$ cat config.mk
export PLATFORM = sky130hd
export DESIGN_NAME = edge_stream_ctrl
export DESIGN_NICKNAME = d
export VERILOG_FILES = /design/src/rtl/edge_stream_ctrl.sv
export SDC_FILE = /design/constraint.sdc
export NUM_CORES = 1
export LEC_CHECK = 0
export ABC_CLOCK_PERIOD_IN_PS = 4940
export CAP_MARGIN = 25
export CORE_UTILIZATION = 50
export CTS_BUF_LIST = sky130_fd_sc_hd__clkbuf_4 sky130_fd_sc_hd__clkbuf_8
export DETAILED_ROUTE_END_ITERATION = 6
export GPL_TIMING_DRIVEN = 0
export HOLD_SLACK_MARGIN = 0.08
export PLACE_DENSITY = 0.9
export SLEW_MARGIN = 15
export SYNTH_ARGS = -nofsm -noshare
export SYNTH_HDL_FRONTEND = slang
export SYNTH_SLANG_ARGS = --single-unit
$ cat constraint.sdc
create_clock -name clk -period 4.94 [get_ports clk]
set_input_delay 0.988 -clock clk [delete_from_list [all_inputs] [get_ports clk]]
set_output_delay 0.988 -clock clk [all_outputs]
set_load 0.1 [all_outputs]
$ cat src/rtl/edge_stream_ctrl.sv
// Frame-level controller for the luma-difference edge detector.
// Streams one W x H raster frame through a horizontal nibble-difference edge test,
// with valid/ready handshakes on both sides and per-frame edge counting.
module edge_stream_ctrl #(
    parameter int unsigned W          = 640,
    parameter int unsigned H          = 480,
    parameter int unsigned CNT_W      = 19,
    parameter logic [3:0]  DEF_THRESH = 4'd7
) (
    input  logic             clk,
    input  logic             rst,
    input  logic             start,
    input  logic             cfg_we,
    input  logic [3:0]       cfg_thresh,
    input  logic             pix_valid,
    input  logic [23:0]      pix_in,
    output logic             pix_ready,
    output logic             out_valid,
    output logic [23:0]      pix_out,
    input  logic             out_ready,
    output logic             busy,
    output logic             frame_done,
    output logic [CNT_W-1:0] edge_count
);

    localparam int unsigned      COL_W    = (W > 1) ? $clog2(W) : 1;
    localparam int unsigned      ROW_W    = (H > 1) ? $clog2(H) : 1;
    localparam logic [COL_W-1:0] COL_LAST = COL_W'(W - 1);
    localparam logic [ROW_W-1:0] ROW_LAST = ROW_W'(H - 1);

    typedef enum logic [1:0] {StIdle, StRun, StDrain, StDone} state_e;

    state_e           state_q, state_d;
    logic [3:0]       thresh_q, thresh_d;
    logic [COL_W-1:0] col_q, col_d;
    logic [ROW_W-1:0] row_q, row_d;
    logic [3:0]       prev_q, prev_d;
    logic             out_valid_q, out_valid_d;
    logic [23:0]      pix_out_q, pix_out_d;
    logic [CNT_W-1:0] count_q, count_d;

    logic       accept;
    logic       is_edge;
    logic       last_pix;
    logic [3:0] nib;
    logic [3:0] diff;

    // A new pixel is taken only when the output register is free or being drained.
    assign pix_ready = (state_q == StRun) && (!out_valid_q || out_ready);
    assign accept    = pix_valid && pix_ready;
    assign nib       = pix_in[23:20];
    // Absolute difference: larger minus smaller, so no 4-bit wrap.
    assign diff      = (nib >= prev_q) ? (nib - prev_q) : (prev_q - nib);
    // Column 0 has no left neighbour on this line, so it never reports an edge.
    assign is_edge   = (col_q != '0) && (diff >= thresh_q);
    assign last_pix  = (col_q == COL_LAST) && (row_q == ROW_LAST);

    assign out_valid  = out_valid_q;
    assign pix_out    = pix_out_q;
    assign edge_count = count_q;
    assign busy       = (state_q == StRun) || (state_q == StDrain);
    assign frame_done = (state_q == StDone);

    // Next-state logic: output handshake, pixel datapath, then frame sequencing.
    always_comb begin
        state_d     = state_q;
        thresh_d    = thresh_q;
        col_d       = col_q;
        row_d       = row_q;
        prev_d      = prev_q;
        out_valid_d = out_valid_q;
        pix_out_d   = pix_out_q;
        count_d     = count_q;

        if (out_valid_q && out_ready) begin
            out_valid_d = 1'b0;
        end

        if (accept) begin
            pix_out_d   = is_edge ? 24'hFFFFFF : 24'h000000;
            out_valid_d = 1'b1;
            prev_d      = nib;
            if (is_edge && (count_q != '1)) begin
                count_d = count_q + 1'b1;
            end
            if (col_q == COL_LAST) begin
                col_d = '0;
                row_d = (row_q == ROW_LAST) ? '0 : row_q + 1'b1;
            end else begin
                col_d = col_q + 1'b1;
            end
        end

        unique case (state_q)
            StIdle: begin
                if (cfg_we) begin
                    thresh_d = cfg_thresh;
                end
                if (start) begin
                    state_d = StRun;
                    count_d = '0;
                    col_d   = '0;
                    row_d   = '0;
                end
            end
            StRun: begin
                if (accept && last_pix) begin
                    state_d = StDrain;
                end
            end
            StDrain: begin
                if (!out_valid_q || out_ready) begin
                    state_d = StDone;
                end
            end
            StDone: begin
                state_d = StIdle;
            end
            default: begin
                state_d = StIdle;
            end
        endcase
    end

    // State registers with synchronous reset; a reset mid-frame discards the frame.
    always_ff @(posedge clk) begin
        if (rst) begin
            state_q     <= StIdle;
            thresh_q    <= DEF_THRESH;
            col_q       <= '0;
            row_q       <= '0;
            prev_q      <= '0;
            out_valid_q <= 1'b0;
            pix_out_q   <= '0;
            count_q     <= '0;
        end else begin
            state_q     <= state_d;
            thresh_q    <= thresh_d;
            col_q       <= col_d;
            row_q       <= row_d;
            prev_q      <= prev_d;
            out_valid_q <= out_valid_d;
            pix_out_q   <= pix_out_d;
            count_q     <= count_d;
        end
    end

endmodule

==> reports/metrics.csv, run 1 <==
stage,metric,value,unit
setup_path,required,5.18,ns
final_layout,final_nets,475,
setup_path,reg2reg_depth,14,
floorplan,fp.dieW,79.55,um
clock_tree,clockRootBuffer,clkbuf_8,
setup_path,ff2ff_setup_slack,1.04,ns
yosys,yosys_warnings,0,
setup_path,worstSetupStartpoint,pix_in[20],
setup_path,cp.arrival,4.95,ns
sta,min_period,4.718,ns
sta,finalClockSkew,0.01154,ns
power,power.internal,708.3,uW
placement,portBuffers,60,
detailed_routing,drt-total-wl,7105,um
yosys,synth_most_common_cell,dfxtp_1,
floorplan,die_h,79.55,um
sta,finalSetupTns,0,ns
clock_tree,clk_pin_slew,0.09,ns
floorplan,ios,81,
floorplan,dieArea,6327,um^2
setup_path,endpoint_kind,flop,
power,power_density,315.5,nW/um^2
power,net-switching-power,491.6,uW
power,comb_power_share,40.9,%
yosys,synthArstFlopShare,0,%
sta,finalHoldViolCount,0,
setup_path,start_kind,primary input,
detailed_routing,routed-via-count,2839,
final_layout,finalInstanceArea,3804,um^2
global_route,grt.total_usage,22.88,%
setup_path,worst-setup-path-type,primary input to flop,
clock_tree,clk_latency,0.31,ns
placement,dp_hpwl,5227,um
setup_path,crit_buf_inv,5,
sta,max_freq,212.0,MHz
clock_tree,clockBufferDepth,2,
sta,rsz0062_at_grt,false,
yosys,yosysSeqAreaShare,33.29,%
setup_path,rr_startpoint,prev_q[0],
setup_path,critical_path.endpoint,edge_count[13],
yosys,synth_ff_type,dfxtp_1,
clock_tree,cts_buffers,5,
yosys,synth_top_area_share,33.29,%
setup_path,timing.rr.end,edge_count[13],
detailed_routing,first_iter_violations,257,
final_layout,drive_gt1_share,10.00,%
final_layout,syn_to_final_growth,26.51,%
setup_path,cpPeakStageDelay,0.50,ns
yosys,netlist_instances,352,
sta,hold_slack,0.4641,ns
min_path,hp-class,flop to flop,
run_status,status,"finished, final reports clean",
power,seqPwrFrac,37.7,%
power,clkPwrFrac,21.4,%
yosys,syn_area,3007,um^2
global_route,grt_overflow_total,0,
yosys,synth_cell_types,52,
global_route,grt_max_degree,26,
clock_tree,cts_post_setup_buffers_inserted,0,
detailed_routing,wl_per_cell,14.44,um
power,max-vdd-ir-drop,266.0,uV
job,max-cap-violations,0,
yosys,netlist_top_cells_area,"dfxtp_1, ha_1, buf_4",
sta,relSlewSlack,32.91,%
final_layout,diodes,0,
clock_tree,cts.sinks,50,
detailed_routing,dr.pass1.iters,6,
sta,setup_viol,0,
yosys,avgSynthCellArea,8.542,um^2
sta,post-route-period-util,95.51,%
floorplan,coreArea,5642,um^2
power,leakage,1.460,nW
global_route,grt_pass1_vias,2623,
yosys,syn_nets,408,
yosys,yosys.area.top_type,dfxtp_1,
placement,gp_congestion,0.8568,
sta,tightest_slew,1.003,ns
setup_path,crit_chain,"clkdlybuf4s50_1, inv_1, ha_1, inv_1, fa_1, a21o_1, a21o_1, a21oi_2, mux2_2, ha_1, a2111oi_1, or4_1, buf_2, clkbuf_1, o21ai_0, a21oi_1",
yosys,synth_seq_cells,50,
floorplan,core.rowCount,27,
setup_path,cp_max_fo,10,
detailed_routing,via_per_inst,5.770,
setup_path,cpMaxStageDelayCell,a2111oi_1,
detailed_routing,drtAntennaViolNets,0,
global_route,grt_pass1_wl,11450,um
floorplan,start_util,53.29,%
detailed_routing,drc,0,
setup_path,crit_family,compound AO/OA/AOI/OAI gates,
yosys,synth_edf_count,0,
setup_path,cp.depth,16,
sta,timing_max_transition_violations_final,0,
power,swShare,40.97,%
clock_tree,cts_tree,built,
yosys,synthTopCellsByCount,"dfxtp_1, nand2_1, buf_4, nor2_1, a21oi_1",
placement,dpl_cell_area,3697,um^2
clock_tree,h-tree-depth,2,
global_route,antenna_found_initial,0,
[flip-flops by register name (all words and copies together), names as in the netlist]
signal,count
prev_q,4
out_valid,1
state_q,2
col_q,10
row_q,9
edge_count,19
thresh_q,4
pix_out,1
[placed cells by master (no fill, tap or decap), types with 5 or more instances in the layout]
cell type        instances
a21o_1                   5
a21oi_1                 21
and3_1                   9
and4_1                   5
buf_4                   23
clkbuf_1                 9
clkbuf_8                 6
clkdlybuf4s50_1         60
dfxtp_1                 50
ha_1                    20
inv_1                   17
mux2i_1                  9
nand2_1                 33
nand2b_1                 9
nand3_1                 16
nand4_1                 13
nor2_1                  23
nor3_1                   5
o21ai_0                  5
or3_1                    6
xor2_1                  12
[worst register-to-register path, stage by stage (launching register included)]
cell and delay (ns):
dfxtp_1 0.37, ha_1 0.16, inv_1 0.06, fa_1 0.38
a21o_1 0.17, a21o_1 0.19, a21oi_2 0.24, mux2_2 0.37
ha_1 0.27, a2111oi_1 0.50, or4_1 0.19, buf_2 0.18
clkbuf_1 0.39, o21ai_0 0.18, a21oi_1 0.18
[stage by stage]
step | power [mW] | utilization [%] | std cells | worst slack (ns)
detailed placement | 0.9412 | 65.54 | 484 | -0.1361
global route | 1.261 | 67.42 | 492 | 0.008924
CTS | 1.198 | 67.22 | 492 | 0.1380
floorplan | 0.8291 | - | 352 | 0.7151
global placement | 0.9193 | 65.54 | 484 | -0.1037
finish | 1.200 | 67.42 | 492 | 0.2220
[worst min-delay path by stage]
stage / end / start / cells after the start / slack (ns)
2_1_floorplan: thresh_q[1] / thresh_q[1] / 1 / 0.44
3_3_place_gp: prev_q[3] / prev_q[3] / 2 / 0.45
3_5_place_dp: prev_q[3] / prev_q[3] / 2 / 0.45
4_1_cts: prev_q[3] / prev_q[3] / 2 / 0.46
5_1_grt: thresh_q[3] / thresh_q[3] / 2 / 0.49
6_report: prev_q[3] / prev_q[3] / 2 / 0.46
[power groups by stage]
stage               clock [mW]  combinational [mW]  sequential [mW]
floorplan                    0               0.360            0.469
global placement             0               0.461            0.459
detailed placement           0               0.479            0.462
CTS                      0.262               0.484            0.452
global route             0.275               0.531            0.455
finish                   0.256               0.491            0.453
[per-layer routing]
metal | global-route usage, % | vias to the layer above | wire, um
met2 | 41.11 | 119 | 3603
met5 | 0 | - | 0
li1 | - | 1377 | -
met3 | 4.686 | 22 | 424
met4 | 8.545 | 0 | 148
met1 | 26.41 | 1321 | 2928
[what timing repair did]
| item | CTS | global route |
|---|---|---|
| resized for setup | 0 | 3 |
| hold buffers | 0 | 0 |
| endpoints found under the setup margin | 0 | 14 |
| hold endpoints to repair | 0 | 0 |
[cell families (layout without fill, tap and decap cells)]
kind of cell | Yosys count | after routing | synth area share [%]
AO/OA/AOI/OAI | 60 | 60 | 13.32
adder cells (fa/ha/maj) | 22 | 22 | 9.655
multiplexers | 10 | 10 | 3.371
XOR/XNOR | 16 | 16 | 4.661
AND/OR/NAND/NOR | 143 | 143 | 26.38
flip-flops | 50 | 50 | 33.29
buffers and inverters | 51 | 119 | 9.322
[layout make-up]
cell class                 count  area [um^2]
fill                         443         1838
multi-input combinational    251         1737
sequential                    50         1001
timing repair buffer          60        600.6
buffer                        34        216.5
clock buffer                   7        90.09
tap                           72        90.09
inverter                      17        63.81
clock inverter                 1        5.005
(Power assumes the default switching activity.)
==> run 2: changes to the inputs <==
--- a/config.mk
+++ b/config.mk
@@ -5,8 +5,9 @@
 export SDC_FILE = /design/constraint.sdc
 export NUM_CORES = 1
 export LEC_CHECK = 0
-export ABC_CLOCK_PERIOD_IN_PS = 4940
+export ABC_CLOCK_PERIOD_IN_PS = 5240
 export CAP_MARGIN = 25
+export CORE_MARGIN = 2
 export CORE_UTILIZATION = 50
 export CTS_BUF_LIST = sky130_fd_sc_hd__clkbuf_4 sky130_fd_sc_hd__clkbuf_8
 export DETAILED_ROUTE_END_ITERATION = 6
==> constraint.sdc (replaced) <==
create_clock -name clk -period 5.24 [get_ports clk]
set_input_delay 1.048 -clock clk [delete_from_list [all_inputs] [get_ports clk]]
set_output_delay 1.048 -clock clk [all_outputs]
set_load 0.1 [all_outputs]
==> run 2 against run 1 <==
Combinational power fell by 5.1%. Count of clock-buffer cells in the layout stayed put. Clock power is essentially flat. Wire length up 2.4%. Utilization is 2.3 points lower. Sequential power is 6.0% lower. Via count decreased by 0.67%. Register-to-register slack got worse by 0.02 ns. Critical endpoint is now edge_count[9].
==> reports/metrics.csv, run 2 (synthesis results as in run 1) <==
stage,metric,value,unit
detailed_routing,drtAntennaViolNets,0,
detailed_routing,drc,0,
final_layout,drive_gt1_share,9.762,%
sta,finalSetupTns,0,ns
clock_tree,cts_tree,built,
clock_tree,cts_resized,0,
final_layout,layout_common_cells,"clkdlybuf4s50_1, dfxtp_1, nand2_1",
sta,finalClockSkew,0.01798,ns
clock_tree,clk_pin_slew,0.10,ns
setup_path,crit_chain,"clkdlybuf4s50_1, inv_1, ha_1, inv_1, fa_1, a21o_1, a21o_1, a21oi_1, mux2_2, ha_1, a2111oi_0, or4_1, buf_2, clkbuf_1, o31ai_1, a21oi_1",
floorplan,die_h,81.55,um
job,max-cap-violations,0,
clock_tree,clockBufferDepth,2,
sta,finalHoldViolCount,0,
clock_tree,cts_buffers,5,
detailed_routing,first_iter_violations,181,
min_path,hp-class,flop to flop,
power,leakage,1.463,nW
clock_tree,cts_post_setup_buffers_inserted,0,
final_layout,largest_reg_flops,19,
sta,timing_max_transition_violations_final,0,
detailed_routing,drt-total-wl,7273,um
sta,relSlewSlack,33.04,%
global_route,grt_max_degree,26,
setup_path,endpoint_kind,flop,
global_route,grt.total_usage,23.34,%
floorplan,coreArea,5851,um^2
global_route,grt_pass1_wl,12200,um
setup_path,required,5.49,ns
clock_tree,holdBufCountCts,0,
detailed_routing,via_per_inst,5.697,
final_layout,diodes,0,
detailed_routing,dr.pass1.iters,4,
clock_tree,clk_latency,0.32,ns
placement,dp_hpwl,5218,um
sta,min_period,5.100,ns
placement,gp_congestion,0.8860,
final_layout,final_nets,475,
sta,max_freq,196.1,MHz
final_layout,syn_to_final_growth,26.80,%
detailed_routing,routed-via-count,2820,
power,max-vdd-ir-drop,322.9,uV
global_route,antenna_found_initial,0,
setup_path,cp_max_fo,10,
final_layout,multi_input_area,1732,um^2
run_status,status,"finished, final reports clean",
sta,setup_viol,0,
floorplan,dieArea,6650,um^2
setup_path,cp.arrival,5.35,ns
setup_path,cpMaxStageDelayCell,a2111oi_0,
clock_tree,clockRootBuffer,clkbuf_8,
floorplan,start_util,51.39,%
setup_path,cpPeakStageDelay,0.68,ns
sta,post-route-period-util,97.33,%
clock_tree,h-tree-depth,2,
final_layout,seq_area,1001,um^2
floorplan,ios,81,
sta,timing.final.ws_setup,0.1401,ns
setup_path,crit_buf_inv,5,
floorplan,fp.dieW,81.55,um
final_layout,fillCellCount,452,
placement,place_worst_setup_slack,-0.04977,ns
floorplan,core.rowCount,28,
setup_path,start_kind,primary input,
sta,tightest_slew,1.001,ns
placement,portBuffers,60,
setup_path,crit_family,compound AO/OA/AOI/OAI gates,
global_route,grt_pass1_vias,2771,
final_layout,layout_commonest_cell,clkdlybuf4s50_1,
clock_tree,cts.sinks,50,
power,power_density,301.4,nW/um^2
global_route,grt_overflow_total,0,
detailed_routing,wl_per_cell,14.69,um
setup_path,worst-setup-path-type,primary input to flop,
-- run 2: cell counts in the layout (fill, tap and decap cells not counted) --
No cell type changed its count.
-- run 2: path summary, 6_finish.rpt --
path | to | from | cells after the start | slack, ns
worst min-delay path | prev_q[3] | prev_q[3] | 2 | 0.46
worst min register to register | prev_q[3] | prev_q[3] | 2 | 0.46
worst max-delay path | edge_count[9] | pix_in[20] | 16 | 0.14
worst max register to register | edge_count[9] | prev_q[0] | 14 | 1.02
-- run 2: final cells by class --
class / count / share of cell area [%]
clock inverter: 1 / 0.2297
timing repair buffer: 60 / 15.75
sequential: 50 / 26.26
clock buffer: 7 / 2.527
inverter: 17 / 1.674
buffer: 34 / 5.678
tap: 75 / 2.461
multi-input combinational: 251 / 45.42
-- run 2: power breakdown --
group          total (mW)  switching [mW]  internal, mW
combinational       0.466           0.315         0.151
clock               0.258           0.136         0.121
sequential          0.426          0.0213         0.404
total                1.15           0.473         0.676
-- run 2: tightest hold or removal path, stage by stage (launching register included) --
cell and delay (ns):
dfxtp_1 0.32, nand2_1 0.05, a21oi_1 0.05
-- run 2: per-layer routing --
metal / GRT usage, % / part of all wire, % / vias up
met4: 11.69 / 2.8 / 0
met3: 4.945 / 7.0 / 23
met1: 25.60 / 40 / 1288
met5: 0 / 0 / -
li1: - / - / 1379
met2: 42.30 / 50 / 130
-- run 2: per-stage QoR --
stage / util [%] / total power, mW / std cells / cell area [um^2] / hold slack (ns)
after floorplan: - / 0.7816 / 352 / 3007 / 0.4354
after global placement: 63.26 / 0.8668 / 487 / 3701 / 0.4454
after detailed placement: 63.26 / 0.8861 / 487 / 3701 / 0.4465
after CTS: 65.06 / 1.148 / 495 / 3806 / 0.4598
after global routing: 65.16 / 1.210 / 495 / 3812 / 0.4877
final: 65.16 / 1.149 / 495 / 3812 / 0.4607
